<file path="config.mk">
export PLATFORM = sky130hd
export DESIGN_NAME = mac_engine
export DESIGN_NICKNAME = d
export VERILOG_FILES = /design/src/rtl/mac_engine_pkg.sv /design/src/rtl/mac_engine_mac_unit.sv /design/src/rtl/mac_engine.sv
export SDC_FILE = /design/constraint.sdc
export NUM_CORES = 2
export LEC_CHECK = 0
export CELL_PAD_IN_SITES_DETAIL_PLACEMENT = 0
export CELL_PAD_IN_SITES_GLOBAL_PLACEMENT = 1
export CORE_MARGIN = 1
export CORE_UTILIZATION = 30
export CTS_BUF_LIST = sky130_fd_sc_hd__clkbuf_2 sky130_fd_sc_hd__clkbuf_4 sky130_fd_sc_hd__clkbuf_8
export DETAILED_ROUTE_END_ITERATION = 10
export HOLD_SLACK_MARGIN = 0.08
export PLACE_DENSITY = 0.53
export SETUP_SLACK_MARGIN = 0.4
export SKIP_LAST_GASP = 1
export SLEW_MARGIN = 25
export SYNTH_ARGS = -nofsm -noshare
export SYNTH_HDL_FRONTEND = slang
export SYNTH_SLANG_ARGS = --single-unit
</file>
<file path="constraint.sdc">
create_clock -name clk -period 17.3 [get_ports clk]
set_clock_uncertainty 0.1 [all_clocks]
set_input_delay 3.46 -clock clk [delete_from_list [all_inputs] [get_ports clk]]
set_output_delay 3.46 -clock clk [all_outputs]
set_load 0.005 [all_outputs]
</file>
<file path="src/rtl/mac_engine_pkg.sv">
// Shared types and constants for the mac_engine dot-product stage.
// Holds the FSM encoding, sizing constants and the shift/saturate helper.
package mac_engine_pkg;

  localparam int NUM_OUTPUTS = 10;
  localparam int PAIRS       = 392;
  localparam int DATA_W      = 16;
  localparam int PROD_W      = 2 * DATA_W;
  localparam int ACC_W       = 42;
  localparam int SHIFT       = 15;
  localparam int RESULT_W    = 17;
  localparam int RES_MAX     = 65535;
  localparam int RES_MIN     = -65536;

  localparam logic signed [ACC_W-1:0] ACC_RES_MAX = ACC_W'(RES_MAX);
  localparam logic signed [ACC_W-1:0] ACC_RES_MIN = ACC_W'(RES_MIN);

  typedef enum logic [2:0] {
    IDLE  = 3'd0,
    FETCH = 3'd1,
    DRAIN = 3'd2,
    STORE = 3'd3,
    DONE  = 3'd4
  } state_t;

  // Returns {saturated, result}: acc >>> SHIFT clamped to the RESULT_W signed range.
  function automatic logic [RESULT_W:0] sat_shift(input logic signed [ACC_W-1:0] acc);
    logic signed [ACC_W-1:0] sh;
    sh = acc >>> SHIFT;
    if (sh > ACC_RES_MAX)
      return {1'b1, RESULT_W'(RES_MAX)};
    else if (sh < ACC_RES_MIN)
      return {1'b1, RESULT_W'(RES_MIN)};
    else
      return {1'b0, sh[RESULT_W-1:0]};
  endfunction

endpackage

</file>
<file path="src/rtl/mac_engine_mac_unit.sv">
// Two signed multipliers with registered products feeding a wide accumulator.
// Data is taken one cycle after vld_i (memory latency); products land in acc two cycles after that; no backpressure.
module mac_unit
  import mac_engine_pkg::*;
(
  input  logic                       clk,
  input  logic                       rst,
  input  logic                       flush_i,
  input  logic                       acc_clr_i,
  input  logic                       vld_i,
  input  logic signed [DATA_W-1:0]   pix1_i,
  input  logic signed [DATA_W-1:0]   pix2_i,
  input  logic        [PROD_W-1:0]   weight_i,
  output logic        [RESULT_W-1:0] result_o,
  output logic                       sat_o
);

  logic                     dat_vld_q;
  logic                     prod_vld_q;
  logic signed [PROD_W-1:0] p1_q;
  logic signed [PROD_W-1:0] p2_q;
  logic signed [ACC_W-1:0]  acc_q;
  logic signed [DATA_W-1:0] w1;
  logic signed [DATA_W-1:0] w2;

  assign w1 = weight_i[DATA_W-1:0];
  assign w2 = weight_i[PROD_W-1:DATA_W];

  always_ff @(posedge clk) begin
    if (rst || flush_i) begin
      dat_vld_q  <= 1'b0;
      prod_vld_q <= 1'b0;
      p1_q       <= '0;
      p2_q       <= '0;
      acc_q      <= '0;
    end else begin
      dat_vld_q  <= vld_i;
      prod_vld_q <= dat_vld_q;
      if (dat_vld_q) begin
        p1_q <= PROD_W'(pix1_i) * PROD_W'(w1);
        p2_q <= PROD_W'(pix2_i) * PROD_W'(w2);
      end
      if (acc_clr_i)
        acc_q <= '0;
      else if (prod_vld_q)
        acc_q <= acc_q + ACC_W'(p1_q) + ACC_W'(p2_q);
    end
  end

  assign {sat_o, result_o} = sat_shift(acc_q);

endmodule

</file>
<file path="src/rtl/mac_engine.sv">
// Runs 10 neurons x 784-input dot products over external pixel/weight memories, storing saturated results.
// 395 cycles per neuron (392 fetch + 2 drain + 1 store); start is ignored while busy, clear aborts at once.
module mac_engine
  import mac_engine_pkg::*;
(
  input  logic                clk,
  input  logic                rst,
  input  logic                start_calc,
  input  logic                clear_data,
  output logic [9:0]          pixel_address1,
  output logic [9:0]          pixel_address2,
  output logic [11:0]         weight_address,
  output logic                mem_read,
  input  logic [DATA_W-1:0]   pixel_data1,
  input  logic [DATA_W-1:0]   pixel_data2,
  input  logic [PROD_W-1:0]   weight_data,
  input  logic [3:0]          output_address,
  output logic [RESULT_W-1:0] result_output,
  output logic                done_calc,
  output logic                overflow,
  output logic                busy
);

  state_t              state_q;
  logic [3:0]          n_q;
  logic [8:0]          k_q;
  logic [11:0]         wbase_q;
  logic                drain_q;
  logic                mem_read_q;
  logic                busy_q;
  logic                done_q;
  logic                ovf_q;
  logic [RESULT_W-1:0] res_q [NUM_OUTPUTS];
  logic [RESULT_W-1:0] mac_res;
  logic                mac_sat;

  mac_unit u_mac (
    .clk       (clk),
    .rst       (rst),
    .flush_i   (clear_data),
    .acc_clr_i (state_q == STORE),
    .vld_i     (mem_read_q),
    .pix1_i    (pixel_data1),
    .pix2_i    (pixel_data2),
    .weight_i  (weight_data),
    .result_o  (mac_res),
    .sat_o     (mac_sat)
  );

  always_ff @(posedge clk) begin
    if (rst || clear_data) begin
      state_q    <= IDLE;
      n_q        <= '0;
      k_q        <= '0;
      wbase_q    <= '0;
      drain_q    <= 1'b0;
      mem_read_q <= 1'b0;
      busy_q     <= 1'b0;
      done_q     <= 1'b0;
      ovf_q      <= 1'b0;
      for (int i = 0; i < NUM_OUTPUTS; i++) res_q[i] <= '0;
    end else begin
      case (state_q)
        IDLE, DONE: begin
          if (start_calc) begin
            state_q    <= FETCH;
            n_q        <= '0;
            k_q        <= '0;
            wbase_q    <= '0;
            mem_read_q <= 1'b1;
            busy_q     <= 1'b1;
            done_q     <= 1'b0;
          end
        end
        FETCH: begin
          if (k_q == 9'(PAIRS - 1)) begin
            state_q    <= DRAIN;
            k_q        <= '0;
            drain_q    <= 1'b0;
            mem_read_q <= 1'b0;
          end else begin
            k_q <= k_q + 9'd1;
          end
        end
        DRAIN: begin
          if (drain_q) state_q <= STORE;
          drain_q <= 1'b1;
        end
        STORE: begin
          res_q[n_q] <= mac_res;
          if (mac_sat) ovf_q <= 1'b1;
          if (n_q == 4'(NUM_OUTPUTS - 1)) begin
            state_q <= DONE;
            busy_q  <= 1'b0;
            done_q  <= 1'b1;
          end else begin
            state_q    <= FETCH;
            n_q        <= n_q + 4'd1;
            wbase_q    <= wbase_q + 12'(PAIRS);
            mem_read_q <= 1'b1;
          end
        end
        default: state_q <= IDLE;
      endcase
    end
  end

  // Addresses are only meaningful while fetching; they idle at zero.
  assign pixel_address1 = mem_read_q ? {k_q, 1'b0} : '0;
  assign pixel_address2 = mem_read_q ? {k_q, 1'b1} : '0;
  assign weight_address = mem_read_q ? (wbase_q + {3'b000, k_q}) : '0;
  assign mem_read       = mem_read_q;
  assign busy           = busy_q;
  assign done_calc      = done_q;
  assign overflow       = ovf_q;

  always_comb begin
    result_output = '0;
    if (output_address < 4'(NUM_OUTPUTS)) result_output = res_q[output_address];
  end

endmodule

</file>
-- Word-level counts from Yosys, hierarchy flattened
Memory sizes are Yosys's and may differ from the RTL's.
Index checks and enable logic that the tools add are counted.
- eq/ne operators: 11
- $lt $le $gt $ge: 3
- $add $sub $neg: 6
- reduce and logical (&&, ||, !) cells: 16
- multipliers: 2
- multiplexer cells: 38
- operator list (operator ; number):
    $add 42x32->42 ; 2
    $mul 16x16->32 ; 2
    $mux 12 ; 3
    $mux 18 ; 2
    $mux 17 ; 2
    $gt 27x17->1 const B ; 1
    $lt 27x17->1 const B ; 1
    $pmux 12 s2 ; 1
    $mux 10 ; 2
    $mux 9 ; 2
    $pmux 9 s2 ; 1
    $reduce_or 17->1 ; 1
    $add 12x9->12 ; 1
    $add 12x9->12 const B ; 1
    $mux 1 ; 12
    $mux 3 ; 4
    $mux 4 ; 3
    $pmux 3 s4 ; 1
    $ne 2x2->1 const B ; 5
    $add 9x1->9 const B ; 1
    $eq 9x9->1 const B ; 1
    $reduce_and 3->1 ; 3
    $pmux 4 s2 ; 1
    $eq 3x2->1 const B ; 2
    14 further kinds ; 21
- memories kept: 1
- output and inout bits: 53
- bits of input ports: 72
- word-level logic and storage cells: 91
- RAM bits: 170
- bits in registers: 141
- memory list (memory ; depth ; bits a word ; rd ports ; clocked after Yosys merged registers in ; wr ports ; line ; text):
    res_q ; 10 ; 17 ; 1 ; 0 ; 10 ; mac_engine.sv:33 ; logic [RESULT_W-1:0] res_q [NUM_OUTPUTS];

-- Logic depth before layout (Yosys ltp)
- depth in word-level cells: 6
- depth in mapped cells: 24
- depth with buffers taken out: 23

-- Hierarchy
From an unflattened synthesis, not the netlist that was laid out.
- cell total of the unflattened synthesis: 3603
- area, all modules: 35497.8 um2
- by module, submodules not included (module ; area an instance (um2) ; times used ; cells an instance ; sequential area each (um2)):
    mac_unit ; 26142.6 ; 1 ; 2852 ; 2162.1
    mac_engine ; 9355.2 ; 1 ; 751 ; 5705.5

-- Least setup slack after synthesis
OpenSTA, ideal clock, no wires.
- path type: input port to flip-flop
- start point: input weight_data[17]
- end point: register u_mac.p2_q[31]
- cell stages on the path: 23
- path buffers: 1
- data arrival time: 8.978 ns
- library setup time: 0.132 ns
- slack: 8.090 ns
- required time: 17.068 ns
- cell sequence: clkbuf_1 nand2_1 inv_1 fa_1 fa_1 inv_1 fa_1 fa_1 inv_1 fa_1 inv_1 fa_1 inv_1 ha_1 o21ai_0 nand2b_1 and3_1 a21boi_0 a221oi_1 a21oi_1 a31oi_1 xnor2_1 a21oi_1
- cells in the longest elaborated chain, start to end: 1
- ends and longest elaborated chain (element ; line ; text):
    start: declaration ; mac_engine.sv:16 ; input logic [PROD_W-1:0] weight_data,
    $mul 16x16->32 ; mac_engine_mac_unit.sv:41 ; p2_q <= PROD_W'(pix2_i) * PROD_W'(w2);
    end signal: assignment ; mac_engine_mac_unit.sv:41 ;
    end: declaration ; mac_engine_mac_unit.sv:21 ; logic signed [PROD_W-1:0] p2_q;
Every way passes these cells.
A chain may end at the register's enable or synchronous reset.

-- Worst setup path in the final report
- start point: input output_address[1]
- end point: output result_output[11]
- cells in the longest elaborated chain, start to end: 2
- elaborated cells on any way between the ends: 3
- classes of those cells: 1 x order compare; 1 x mux; 1 x memory
- ends and longest elaborated chain (element ; line ; text):
    start: declaration ; mac_engine.sv:17 ; input logic [3:0] output_address,
    $mem_v2 10x17 or $lt 4x4->1 (tied branches) ; - ;
    $mux 17 (*) ; mac_engine.sv:119 ; if (output_address < 4'(NUM_OUTPUTS)) result_output = res_q[output_address];
    end: declaration ; mac_engine.sv:18 ; output logic [RESULT_W-1:0] result_output,
Mark *: on every way between the ends. The rest lies on a longest branch, timed or not.

==> results.json <==
{
  "status": "completed",
  "fmax_mhz": 97.50,
  "syn-num-nets": 4553,
  "gp_congestion": 0.7632,
  "stdcell_count": 5325,
  "track_usage_pct": 15.92,
  "setup-violations-final": 0,
  "ys_seq_elements": 308,
  "crit_path_max_fanout": 18,
  "reg2regPathDepth": 11,
  "cap_viol_max_count": 0,
  "grt_pass1_wl_mm": 152.3,
  "synth-async-reset-ratio_pct": 0,
  "synth_top_area_share_pct": 31.78,
  "peakVddDrop_mv": 0.2230,
  "grt_start_max_net_pins": 52,
  "nNetsFinal": 4592,
  "dr.pass1.iters": 5,
  "cp-start-kind": "input port",
  "seq_area_sq_um": 7873,
  "initial_core_util_pct": 30.24,
  "postSynthCellCount": 3701,
  "combPwrFrac_pct": 81.0,
  "port_buffers": 123,
  "rsz0062_at_grt": "false",
  "cts.sinks": 308,
  "power.internal_mw": 4.026,
  "cts-buffers-inserted": 56,
  "clk_path_buf_depth": 3,
  "power_frac_seq_pct": 10.1,
  "yosys_warnings": 0,
  "grt-ovfl-total": 0,
  "finalPower_mw": 8.236,
  "routed-via-count": 24526,
  "antenna_left": 0,
  "synth.largest_area_cell": "fa_1",
  "hold_buffers": 0,
  "cts_resized": 0,
  "p_sw_share_pct": 51.12,
  "fin_setup_tns_ns": 0,
  "timing.hold.worst_endpoint": "done_calc$_SDFFE_PP0P_",
  "path_clk_slew_ns": 0.06,
  "synthToLayoutAreaGrowth_pct": 10.99,
  "ys_seq_area_share_pct": 22.06,
  "setup_ws_ns": 7.044,
  "place_ws_ns": 6.785,
  "drt-initial-drc-count": 1123,
  "post-route-period-util_pct": 59.28,
  "place_inst": 5218,
  "ys.flop_type": "edfxtp_1",
  "multi_input_area_sq_um": 24770,
  "drt_wl_total_mm": 94.36,
  "dieArea_sq_um": 120200,
  "htree_levels": 2,
  "yosysUniqueCellTypes": 71,
  "finalInstanceArea_sq_um": 39580,
  "hp-start": "done_calc$_SDFFE_PP0P_",
  "period_needed_ns": 10.26,
  "drc_errors": 0,
  "netlist_area_sq_um": 35660,
  "synthTopCellsByArea": "fa_1 (32%), edfxtp_1 (14%), dfxtp_1 (7.7%)",
  "chipHeight_um": 346.8,
  "power.switching_mw": 4.210,
  "reg2reg_slack_ns": 13.56,
  "path_class": "input port to output pin",
  "slew-limit-headroom_pct": 28.37,
  "io_pins": 125,
  "num_rows": 126,
  "power.share.clock_pct": 9.0,
  "required_ns": 13.74,
  "grt_pass1_vias": 26153,
  "insertion_delay_ns": 0.67,
  "via_per_inst": 4.606,
  "hold_path_class": "register to register",
  "synth_area_per_cell_sq_um": 9.635,
  "worst_slew_pin_slew_ns": 1.072,
  "post_drt_wl_per_cell_um": 17.72,
  "die_w_um": 346.8,
  "finalMaxSlewViolations": 0,
  "fillers": 12265,
  "synth_edf_count": 170,
  "dpl.hpwl_mm": 73.66,
  "dpl_cell_area_sq_um": 38360,
  "critPathArrivalTime_ns": 6.70,
  "reg2reg_from": "u_mac.p1_q[3]$_SDFFE_PP0P_",
  "drive_gt1_share_pct": 5.333,
  "power.density_nw_per_um2": 208.1,
  "cts_tree": "yes",
  "hold_path_depth": 2,
  "cp-end-kind": "output pin",
  "core_sq_um": 117900,
  "hold_violations": 0,
  "r2r_end": "u_mac.acc_q[38]$_SDFFE_PP0P_",
  "leakage_nw": 17.72,
  "cts_root_buf": "clkbuf_8",
  "antenna_found_initial": 1,
  "cts_setup_buffers": 0
}
-- cell usage after synthesis (all sizes together), types with 5 or more instances --
master / n
inv: 628
fa: 566
nand2: 375
nor2: 313
and2: 266
ha: 214
edfxtp: 170
clkbuf: 142
dfxtp: 138
a21oi: 132
o21ai: 81
xnor2: 63
mux2i: 58
a21o: 52
nand2b: 48
nand3: 45
xor2: 40
nor3: 35
mux4: 34
buf: 27
a211oi: 25
a31oi: 19
mux2: 19
and3: 18
a22oi: 17
o21a: 17
nand4: 15
nor2b: 13
o21bai: 13
o22ai: 11
or3: 10
o31ai: 7
or2: 7
a21boi: 6
a311oi: 6
nor4: 6
o211ai: 6
nand3b: 5
nor3b: 5
-- worst max path at each step --
| stage | startpoint | end | slack [ns] |
|---|---|---|---|
| final | output_address[1] | result_output[11] | 7.04 |
| after global routing | output_address[1] | result_output[11] | 6.84 |
| after CTS | output_address[1] | result_output[11] | 6.96 |
| after detailed placement | weight_data[1] | u_mac.p1_q[31]$_SDFFE_PP0P_ | 6.79 |
| after global placement | pixel_data2[9] | u_mac.p2_q[30]$_SDFFE_PP0P_ | 6.79 |
| after floorplan | weight_data[17] | u_mac.p2_q[31]$_SDFFE_PP0P_ | 8.09 |
-- power by group through the flow --
stage	Combinational [mW]	Sequential (mW)	Clock (mW)
after floorplan	5.03	0.831	0
after global placement	6.86	0.844	0
after detailed placement	6.81	0.845	0
after CTS	6.85	0.829	0.769
after global routing	7.65	0.832	0.800
final	6.67	0.828	0.740
-- worst max-delay path: stages --
cell	delay, ns
clkdlybuf4s50_1	1.09
clkinv_1	0.19
buf_4	0.26
nor2_1	0.45
buf_4	0.31
a22oi_1	0.09
o21ai_0	0.25
clkdlybuf4s50_1	0.56
-- per-layer routing --
| layer | GRT usage (%) | vias up | part of all wire (%) |
|---|---|---|---|
| met5 | 0 | - | 0 |
| met4 | 2.285 | 0 | 1.1 |
| met3 | 1.463 | 70 | 2.3 |
| met2 | 26.24 | 238 | 47 |
| met1 | 23.03 | 12396 | 50 |
| li1 | - | 11822 | - |
-- metrics by stage --
step	util [%]	hold slack, ns
after global placement	32.52	0.3473
after floorplan	-	0.3319
after global routing	33.56	0.3834
after detailed placement	32.53	0.3511
after CTS	33.56	0.3597
final	33.56	0.3545
-- cell type report --
cell class	count	share of cell area, %
antenna	1	0.006323
multi-input combinational	2594	62.58
sequential	308	19.89
timing repair buffer	150	3.610
clock inverter	21	0.3920
inverter	630	5.975
clock buffer	85	2.687
tap	1536	4.856
-- cell families (layout without fill, tap and decap cells) --
group           after synthesis  count (layout)  synth area share, %
other cells                   1               2              0.01052
buf+inv                     799             886                8.541
mux                         111             111                4.376
flops                       308             308                22.06
simple gates               1177            1177                15.67
compound gates              422             422                7.520
xor+xnor                    103             103                2.530
fa+ha+maj                   780             780                39.29
-- cell usage in the layout, fill, tap and decap left out, types with 34 or more instances in the layout --
cell,n
a21o_1,52
xor2_1,40
fa_1,566
o21ai_0,79
mux4_2,34
ha_1,214
a21oi_1,132
dfxtp_1,136
nor3_1,35
inv_1,628
and2_1,266
mux2i_1,58
xnor2_1,63
nand2b_1,48
edfxtp_1,170
nand2_1,374
clkdlybuf4s50_1,122
nor2_1,310
clkbuf_8,68
nand3_1,45
-- sequential cells by signal, summed over array words and instances, names as in the netlist --
signal	flops
busy	1
done_calc	1
drain_q	1
k_q	9
mem_read	1
n_q	4
overflow	1
res_q	170
state_q	3
u_mac.acc_q	42
u_mac.dat_vld_q	1
u_mac.p1_q	32
u_mac.p2_q	32
u_mac.prod_vld_q	1
wbase_q	9
Note: power is estimated with default switching activity, not from simulation.
